**src/rtl/rgbw_frame_decoder.sv**
```systemverilog
// Decodes SPI byte frames (cmd, payload, XOR checksum) into committed RGBW
// colour and intensity registers; rejected or aborted frames are counted.
module rgbw_frame_decoder #(
  parameter int unsigned ERR_W = 8
) (
  input  logic             clk,
  input  logic             reset,
  input  logic             cs,
  input  logic             rdy,
  input  logic [7:0]       data,
  output logic [7:0]       red,
  output logic [7:0]       green,
  output logic [7:0]       blue,
  output logic [7:0]       white,
  output logic [7:0]       intensity,
  output logic             upd,
  output logic             busy,
  output logic [ERR_W-1:0] err_cnt
);

  typedef enum logic [1:0] {S_IDLE, S_PAYLOAD, S_CSUM, S_DRAIN} state_t;

  localparam logic [ERR_W-1:0] ERR_ONE = ERR_W'(1);

  state_t           state_q, state_d;
  logic             rdy_q;
  logic [3:0]       op_q, op_d;
  logic [7:0]       acc_q, acc_d;
  logic [2:0]       idx_q, idx_d;
  logic [3:0][7:0]  shadow_q, shadow_d;
  logic [7:0]       red_q, red_d, green_q, green_d, blue_q, blue_d;
  logic [7:0]       white_q, white_d, int_q, int_d;
  logic             upd_q, upd_d;
  logic [ERR_W-1:0] err_q, err_d;
  logic             bev, err_inc;
  logic [3:0]       cmd_info, cur_info;

  // {known, payload length} for an opcode
  function automatic logic [3:0] op_info(input logic [3:0] op);
    case (op)
      4'h1:    op_info = {1'b1, 3'd4};
      4'h2:    op_info = {1'b1, 3'd1};
      4'h3:    op_info = {1'b1, 3'd0};
      default: op_info = {1'b0, 3'd0};
    endcase
  endfunction

  assign bev      = rdy & ~rdy_q & ~cs;
  assign cmd_info = op_info(data[7:4]);
  assign cur_info = op_info(op_q);

  always_comb begin
    state_d  = state_q;
    op_d     = op_q;
    acc_d    = acc_q;
    idx_d    = idx_q;
    shadow_d = shadow_q;
    red_d    = red_q;
    green_d  = green_q;
    blue_d   = blue_q;
    white_d  = white_q;
    int_d    = int_q;
    upd_d    = 1'b0;
    err_inc  = 1'b0;

    if (cs) begin
      state_d = S_IDLE;
      err_inc = (state_q == S_PAYLOAD) || (state_q == S_CSUM);
    end else if (bev) begin
      case (state_q)
        S_IDLE: begin
          op_d  = data[7:4];
          acc_d = data;
          idx_d = '0;
          if (!cmd_info[3]) begin
            err_inc = 1'b1;
            state_d = S_DRAIN;
          end else if (cmd_info[2:0] == 3'd0) begin
            state_d = S_CSUM;
          end else begin
            state_d = S_PAYLOAD;
          end
        end
        S_PAYLOAD: begin
          shadow_d[idx_q[1:0]] = data;
          acc_d = acc_q ^ data;
          idx_d = idx_q + 3'd1;
          if (idx_q + 3'd1 == cur_info[2:0]) state_d = S_CSUM;
        end
        S_CSUM: begin
          state_d = S_DRAIN;
          if (data == acc_q) begin
            upd_d = 1'b1;
            case (op_q)
              4'h1: begin
                red_d   = shadow_q[0];
                green_d = shadow_q[1];
                blue_d  = shadow_q[2];
                white_d = shadow_q[3];
              end
              4'h2: int_d = shadow_q[0];
              default: begin
                red_d   = '0;
                green_d = '0;
                blue_d  = '0;
                white_d = '0;
              end
            endcase
          end else begin
            err_inc = 1'b1;
          end
        end
        default: ;
      endcase
    end

    err_d = (err_inc && (err_q != '1)) ? err_q + ERR_ONE : err_q;
  end

  always_ff @(posedge clk) begin
    if (reset) begin
      state_q  <= S_IDLE;
      rdy_q    <= 1'b0;
      op_q     <= '0;
      acc_q    <= '0;
      idx_q    <= '0;
      shadow_q <= '0;
      red_q    <= '0;
      green_q  <= '0;
      blue_q   <= '0;
      white_q  <= '0;
      int_q    <= '1;
      upd_q    <= 1'b0;
      err_q    <= '0;
    end else begin
      state_q  <= state_d;
      rdy_q    <= rdy;
      op_q     <= op_d;
      acc_q    <= acc_d;
      idx_q    <= idx_d;
      shadow_q <= shadow_d;
      red_q    <= red_d;
      green_q  <= green_d;
      blue_q   <= blue_d;
      white_q  <= white_d;
      int_q    <= int_d;
      upd_q    <= upd_d;
      err_q    <= err_d;
    end
  end

  assign red       = red_q;
  assign green     = green_q;
  assign blue      = blue_q;
  assign white     = white_q;
  assign intensity = int_q;
  assign upd       = upd_q;
  assign busy      = (state_q != S_IDLE);
  assign err_cnt   = err_q;

endmodule

```
**config.mk**
```make
export PLATFORM = sky130hd
export DESIGN_NAME = rgbw_frame_decoder
export DESIGN_NICKNAME = d
export VERILOG_FILES = /design/src/rtl/rgbw_frame_decoder.sv
export SDC_FILE = /design/constraint.sdc
export NUM_CORES = 1
export LEC_CHECK = 0
export ABC_AREA = 1
export CAP_MARGIN = 20
export CORE_AREA = 10 10 99 101
export CTS_BUF_LIST = sky130_fd_sc_hd__clkbuf_4 sky130_fd_sc_hd__clkbuf_8 sky130_fd_sc_hd__clkbuf_16
export DETAILED_ROUTE_END_ITERATION = 8
export DIE_AREA = 0 0 109 111
export MAX_ROUTING_LAYER = met4
export PLACE_DENSITY = 0.91
export SLEW_MARGIN = 20
export SYNTH_ARGS = -nofsm -noshare
export SYNTH_HDL_FRONTEND = slang
export SYNTH_SLANG_ARGS = --single-unit
```
**constraint.sdc**
```tcl
create_clock -name clk -period 3.35 [get_ports clk]
set_input_delay 0.67 -clock clk [delete_from_list [all_inputs] [get_ports clk]]
set_output_delay 0.67 -clock clk [all_outputs]
set_load 0.02 [all_outputs]
```
== Word-level counts from Yosys, hierarchy flattened ==
Index checks and enable logic that the tools add are counted.
Storage, ports and cells
  bits in registers: 99
  output and inout bits: 50
Cells by class
  $add $sub $neg: 2
  $lt $le $gt $ge: 2
  equal/unequal tests: 12
  muxes and demuxes: 21
  bitwise logic cells: 8
  reductions and logical operators: 16
Operators by type and width (number)
  case mux 8 bit (2 select lines): 5
  bitwise mux 32 bit: 1
  demux 8 bit (select 2 bit): 1
  == test 4 x 2 -> 1 bit, second input constant: 4
  case mux 4 bit (3 select lines): 1
  AND reduction 3 bit: 4
  AND reduction 5 bit: 2
  case mux 3 bit (3 select lines): 1
  adder 8 x 1 -> 8 bit, second input constant: 1
  == test 4 x 1 -> 1 bit, second input constant: 2
  == test 8 bit: 1
  2-to-1 mux 8 bit: 1
  != test 8 bit, second input constant: 1
  XOR 8 bit: 1
  2-to-1 mux 2 bit: 3
  case mux 2 bit (3 select lines): 1
  case mux 3 bit (2 select lines): 1
  2-to-1 mux 1 bit: 5
  inverter 1 bit: 5
  nonzero test 2 bit: 2
  OR reduction 4 bit: 1
  adder 3 x 1 -> 3 bit, second input constant: 1
  == test 3 bit: 1
  logical NOT 3 bit: 1
  other kinds (12): 14

== Longest topological paths before layout ==
Gate-level depths: netlist of run 1.
  depth in word-level cells: 7
  mapped depth: 13

== Worst setup path before layout of run 1 ==
No wires, ideal clock.
  path kind: input port to flip-flop
  from: in data[4]
  to: reg blue_q[0] (netlist: blue[0])
  data arrival time: 1597 ps
  required time: 3207 ps
  slack: 1609 ps
  stages: 12
  buffers on the path: 2
  cells stage by stage: buf_6 inv_2 nand2_1 nand2_1 nand2_1 nor2_2 nand2_2 inv_2 nand2_4 buf_2 nand2_1 a21oi_2
On the way
  cells in the longest elaborated chain, start to end: 2
Ends and longest elaborated chain
  from (decl): RTL line 10  | input logic [7:0] data,
  == test 8 bit: RTL line 92  | if (data == acc_q) begin
  AND reduction 5 bit (no line)
  to (signal assigned): RTL line 144  | blue_q <= blue_d;
  to (decl): RTL line 31  | logic [7:0] red_q, red_d, green_q, green_d, blue_q, blue_d;
Every way passes these cells.
A chain may end at the register's enable or synchronous reset.

== Worst setup path after layout of run 1 ==
  from: reg state_q[0]
  to: out busy
On the way
  cells in the longest elaborated chain, start to end: 1
Ends and longest elaborated chain
  from (decl): RTL line 25  | state_t state_q, state_d;
  from (signal assigned): RTL line 136  | state_q <= state_d;
  nonzero test 2 bit: RTL line 158  | assign busy = (state_q != S_IDLE);
  to (decl): RTL line 17  | output logic busy,
Every way passes these cells.

==> metrics, run 1 <==
status completed; layout cells sized above 1 0.157; initial antenna violation count 0; Post-Syn Nets 603; Ports 62; largest net degree at the start of global routing 45; DRT Pass-1 Iters 7; R2R Setup Slk 1.13 ns; latest clock arrival within the worst-skew pair 0.37 ns; Cells after Synth 582; #FFs+latches synth 99; Area growth syn-to-layout 17.9%; DRC errors left 0; core area 7970 um2; Cell Pwr Density 409 nW/um2; Yosys top cell by area dfxtp_1; period utilization 0.732; TNS Setup 0 ns; final instance area 5280 um2; Post-DP HPWL 7300 um; Bufs on Longest Clock Path 2; WHS 0.456 ns; worst clock skew 0.0116 ns; Placed Area 5070 um2; vias in the first global route 3,685; Post-synth top cells 105 x nand2_1, 99 x dfxtp_1, 60 x a21oi_1; drt wl/cell 14.1 um; Antenna Nets Post-Route 0; # rows 33; Synth top area share 0.443; Layout Nets 652; clock root buffer clkbuf_8; fin. max-slew vios 0; WP data arrival 1.78 ns; Overflow after GRT 0; Setup-failing EPs final 0; clk slew on worst S/H paths 0.09 ns; achievable frequency 408 MHz; Post-synth EDFFs 0; synth unique cells 30; Worst VDD drop 0.000241 V; Die X 109 um; worst reg-to-reg path cell count 7; Synth warnings 0; CTS resizes 0; routed wire length 10,400 um; Placer Congestion 0.828; global-route usage over all layers 0.181; Final Worst Setup Slack 0.898 ns; syn avg cell area 7.69 um2; via count 3,941; total die area 12,100 um2; vias per inst 5.32; die height 111 um; synthesized area 4480 um2; hold_sp shadow_q[29]; Synth Flop Type dfxtp_1; WHS Endpoint shadow_q[29]; Final Util 0.662; peak fanout along the critical path 4; async set or reset register ratio after synthesis 0; dpl ws 0.650 ns; first-pass GRT wire length 17,500 um; htree depth 3; worst r2r src state_q[1]; r2r endpoint shadow_q[30]; Crit. End Element output pin; final hold violation count 0; hold crit path type reg2reg; CTS tree built; P_leak 0.00191 uW; Seq/Total Area, Yosys 0.443; leading post-synthesis cells by cell area dfxtp_1 44%, nand2_1 8.8%, a21oi_1 6.7%; Sink Count 99; CP Class reg2out; CTS buffer count 9; Final Critical Period 2.45 ns; critical path launch point type flip-flop; Slew headroom 0.513; # port buffers 61; postcts setup bufs 0; Hold Path Stages 2; initial core utilization 0.562; antenna diode count 0; Max Cap Viol 0; initial drt markers 233; RSZ-0062 raised after global routing false; most instantiated library cell after synthesis nand2_1; Worst Tran Pin Value 0.729 ns; Post-CTS Hold Buffers 0; Worst Path Required 2.68 ns
## worst max-delay path by stage
stage,start,to,slack [ns]
after global routing,state_q[0],busy,0.81
after CTS,state_q[0],busy,0.88
after global placement,data[4],white[0],0.77
after floorplan,data[4],blue[0],1.61
final,state_q[0],busy,0.90
after detailed placement,data[4],blue[1],0.65
## cells by family (layout without fill, tap and decap cells)
family	Yosys count	in the layout	share of synthesized area
buffers and inverters	92	146	0.0956
AND/OR/NAND/NOR	228	228	0.231
flip-flops	99	99	0.443
XOR/XNOR	7	7	0.0137
adder cells (fa/ha/maj)	9	9	0.0252
AO/OA/AOI/OAI	147	147	0.192
## final cells by class
class | count | area, um2
clock buffers | 10 | 138
well taps | 105 | 131
clock inverters | 6 | 73.8
repair buffers | 66 | 643
flip-flops and latches | 99 | 1980
multi-input cells | 391 | 2070
inverters | 64 | 245
fillers | 632 | 2690
## flip-flops by register name, indices dropped and copies added, names as in the netlist
signal	count
white	8
acc_q	8
err_cnt	8
op_q	4
red	8
state_q	2
rdy_q	1
shadow_q	32
idx_q	3
intensity	8
blue	8
upd	1
green	8
## stage by stage
stage / cells / power, uW
final: 741 / 2160
after global routing: 741 / 2240
after CTS: 741 / 2160
after detailed placement: 725 / 1380
after global placement: 725 / 1370
after floorplan: 582 / 1330
## cells in the final DEF (no fill, tap or decap), drive strengths merged, types with 3 or more instances in the layout
cell	count
a21oi	90
xor2	4
ha	9
nor3	3
clkinv	3
xnor2	3
buf	6
nand3	32
dfxtp	99
nor2	48
o21ai	53
clkbuf	10
nand2	140
inv	64
clkdlybuf4s50	60
## worst max-delay path, cell delays in order (launching register included)
cell and delay, ns:
dfxtp_1 0.39, inv_1 0.09, ha_1 0.20, inv_1 0.11
clkdlybuf4s50_1 0.62
## metal layers
metal	vias to the layer above	global-route usage	share of wire
met5	-	-	0
met4	0	0.103	0.031
met3	31	0.0372	0.057
met2	118	0.288	0.50
met1	1828	0.206	0.42
li1	1964	-	-
## report_power, final
part,total [uW],leakage (uW),switching (uW),internal [uW]
Sequential,1200,0.000800,10.4,1190
Combinational,157,0.00101,108,49.1
Clock,802,0.000101,429,373
Total,2160,0.00191,547,1610
(Power assumes the default switching activity.)
==> run 2: changes to the inputs <==
--- a/config.mk
+++ b/config.mk
@@ -7,12 +7,12 @@
 export LEC_CHECK = 0
 export ABC_AREA = 1
 export CAP_MARGIN = 20
-export CORE_AREA = 10 10 99 101
+export CORE_AREA = 10 10 107 109
 export CTS_BUF_LIST = sky130_fd_sc_hd__clkbuf_4 sky130_fd_sc_hd__clkbuf_8 sky130_fd_sc_hd__clkbuf_16
 export DETAILED_ROUTE_END_ITERATION = 8
-export DIE_AREA = 0 0 109 111
+export DIE_AREA = 0 0 117 119
 export MAX_ROUTING_LAYER = met4
-export PLACE_DENSITY = 0.91
+export PLACE_DENSITY = 0.82
 export SLEW_MARGIN = 20
 export SYNTH_ARGS = -nofsm -noshare
 export SYNTH_HDL_FRONTEND = slang
==> constraint.sdc (replaced) <==
create_clock -name clk -period 2.2 [get_ports clk]
set_input_delay 0.44 -clock clk [delete_from_list [all_inputs] [get_ports clk]]
set_output_delay 0.44 -clock clk [all_outputs]
set_load 0.02 [all_outputs]
==> run 2 against run 1 <==
Register-to-register slack got worse by 0.79 ns. Cell count rose by 4.2%. Core utilization fell by 8.6 points. Count of clock-buffer cells in the layout rose by 1. Non-clock buffer count rose by 22. Sequential power rose by 53%. Global-route usage fell by 2.7 points. Via count fell by 0.36%. Final area rose by 3.2%. Flip-flop and latch count did not move. Combinational power rose by 61%. First-iteration DRC count rose by 19%.
==> metrics, run 2 (synthesized netlist as in run 1, its figures left out) <==
Sink Count 99; WHS Endpoint err_cnt[7]; Crit. End Element output pin; Die X 117 um; largest net degree at the start of global routing 54; Largest register FFs 32; latest clock arrival within the worst-skew pair 0.36 ns; core area 9460 um2; period utilization 0.882; Inst Count DP 756; Worst Path Required 1.76 ns; achievable frequency 515 MHz; Slew headroom 0.539; routed wire length 10,500 um; CP Class reg2out; initial core utilization 0.473; via count 3,927; Worst Tran Pin Value 0.691 ns; R2R Setup Slk 0.34 ns; hold crit path type in2reg; Bufs on Longest Clock Path 2; fin. max-slew vios 0; r2r endpoint acc_q[1]; clock root buffer clkbuf_8; peak fanout along the critical path 4; status completed; DRT Pass-1 Iters 4; Final Critical Period 1.94 ns; Post-DP HPWL 7720 um; worst reg-to-reg path cell count 7; # port buffers 61; vias in the first global route 3,847; Cell Count, Final, Fillers Out 772; WP data arrival 1.50 ns; final hold violation count 0; layout cells sized above 1 0.185; initial antenna violation count 0; Antenna Nets Post-Route 0; total power 3170 uW; global-route usage over all layers 0.154; critical path launch point type flip-flop; CTS tree built; htree depth 3; first-pass GRT wire length 17,200 um; Setup-failing EPs final 0; Worst VDD drop 0.000275 V; hold_sp reset; Area growth syn-to-layout 21.8%; TNS Setup 0 ns; vias per inst 5.09; FILL cells 824; drt wl/cell 13.6 um; P_leak 0.00202 uW; Cell Pwr Density 581 nW/um2; Layout Nets 674; die height 119 um; Ports 62; clk slew on worst S/H paths 0.10 ns; commonest non-fill, non-tap cells in the layout 105 x nand2_1, 99 x dfxtp_1, 60 x a21oi_1; DRC errors left 0; crit path from state_q[0]; Max Cap Viol 0; Overflow after GRT 0; worst r2r src state_q[1]; Hold Path Stages 2; total die area 13,900 um2; # rows 36; Placer Congestion 0.844; initial drt markers 277; worst clock skew 0.0106 ns; antenna diode count 0; RSZ-0062 raised after global routing false; most common cell after layout, fill and taps aside nand2_1; Biggest register shadow_q; CTS buffer count 9
[run 2: per-layer routing]
| layer | GRT usage | share of wire |
|---|---|---|
| met4 | 0.0595 | 0.020 |
| met2 | 0.263 | 0.51 |
| met1 | 0.171 | 0.42 |
| met5 | - | 0 |
| met3 | 0.0306 | 0.053 |
[run 2: report_power, final]
part / internal (uW) / switching [uW] / total [uW]
Combinational: 88.9 / 165 / 253
Sequential: 1810 / 15.0 / 1830
Clock: 457 / 627 / 1080
Total: 2360 / 807 / 3170
[run 2: layout make-up]
| class | instances | area, um2 | area share |
|---|---|---|---|
| clock buffers | 11 | 145 | 0.0266 |
| inverters | 64 | 245 | 0.0450 |
| well taps | 114 | 143 | 0.0262 |
| multi-input cells | 391 | 2070 | 0.379 |
| repair buffers | 88 | 832 | 0.153 |
| clock inverters | 5 | 36.3 | 0.00666 |
| flip-flops and latches | 99 | 1980 | 0.364 |
[run 2: stage by stage]
stage	setup WS [ns]	hold WS, ns	utilization	area [um2]
detailed placement	0.0458	0.446	0.557	5270
finish	0.260	0.432	0.576	5450
global placement	0.111	0.442	0.557	5270
global route	0.139	0.448	0.576	5450
floorplan	0.629	0.429	-	4480
CTS	0.248	0.420	0.576	5450
[run 2: worst max-delay path, cell delays in order (launching register included)]
cell           delay, ns
dfxtp_1             0.39
inv_1               0.08
ha_1                0.20
inv_1               0.13
dlygate4sd2_1       0.35
[run 2: worst max-delay path by stage]
stage,to,slack [ns],cells after the start
finish,busy,0.26,4
global route,busy,0.14,4
global placement,white[5],0.11,13
CTS,busy,0.25,4
detailed placement,acc_q[3],0.05,7
floorplan,err_cnt[7],0.63,6
[run 2: what timing repair did]
item                       in CTS  in global routing
buffers inserted                0                  0
resized for setup               1                  0
hold buffers                    0                  0
setup endpoints to repair       1                  0
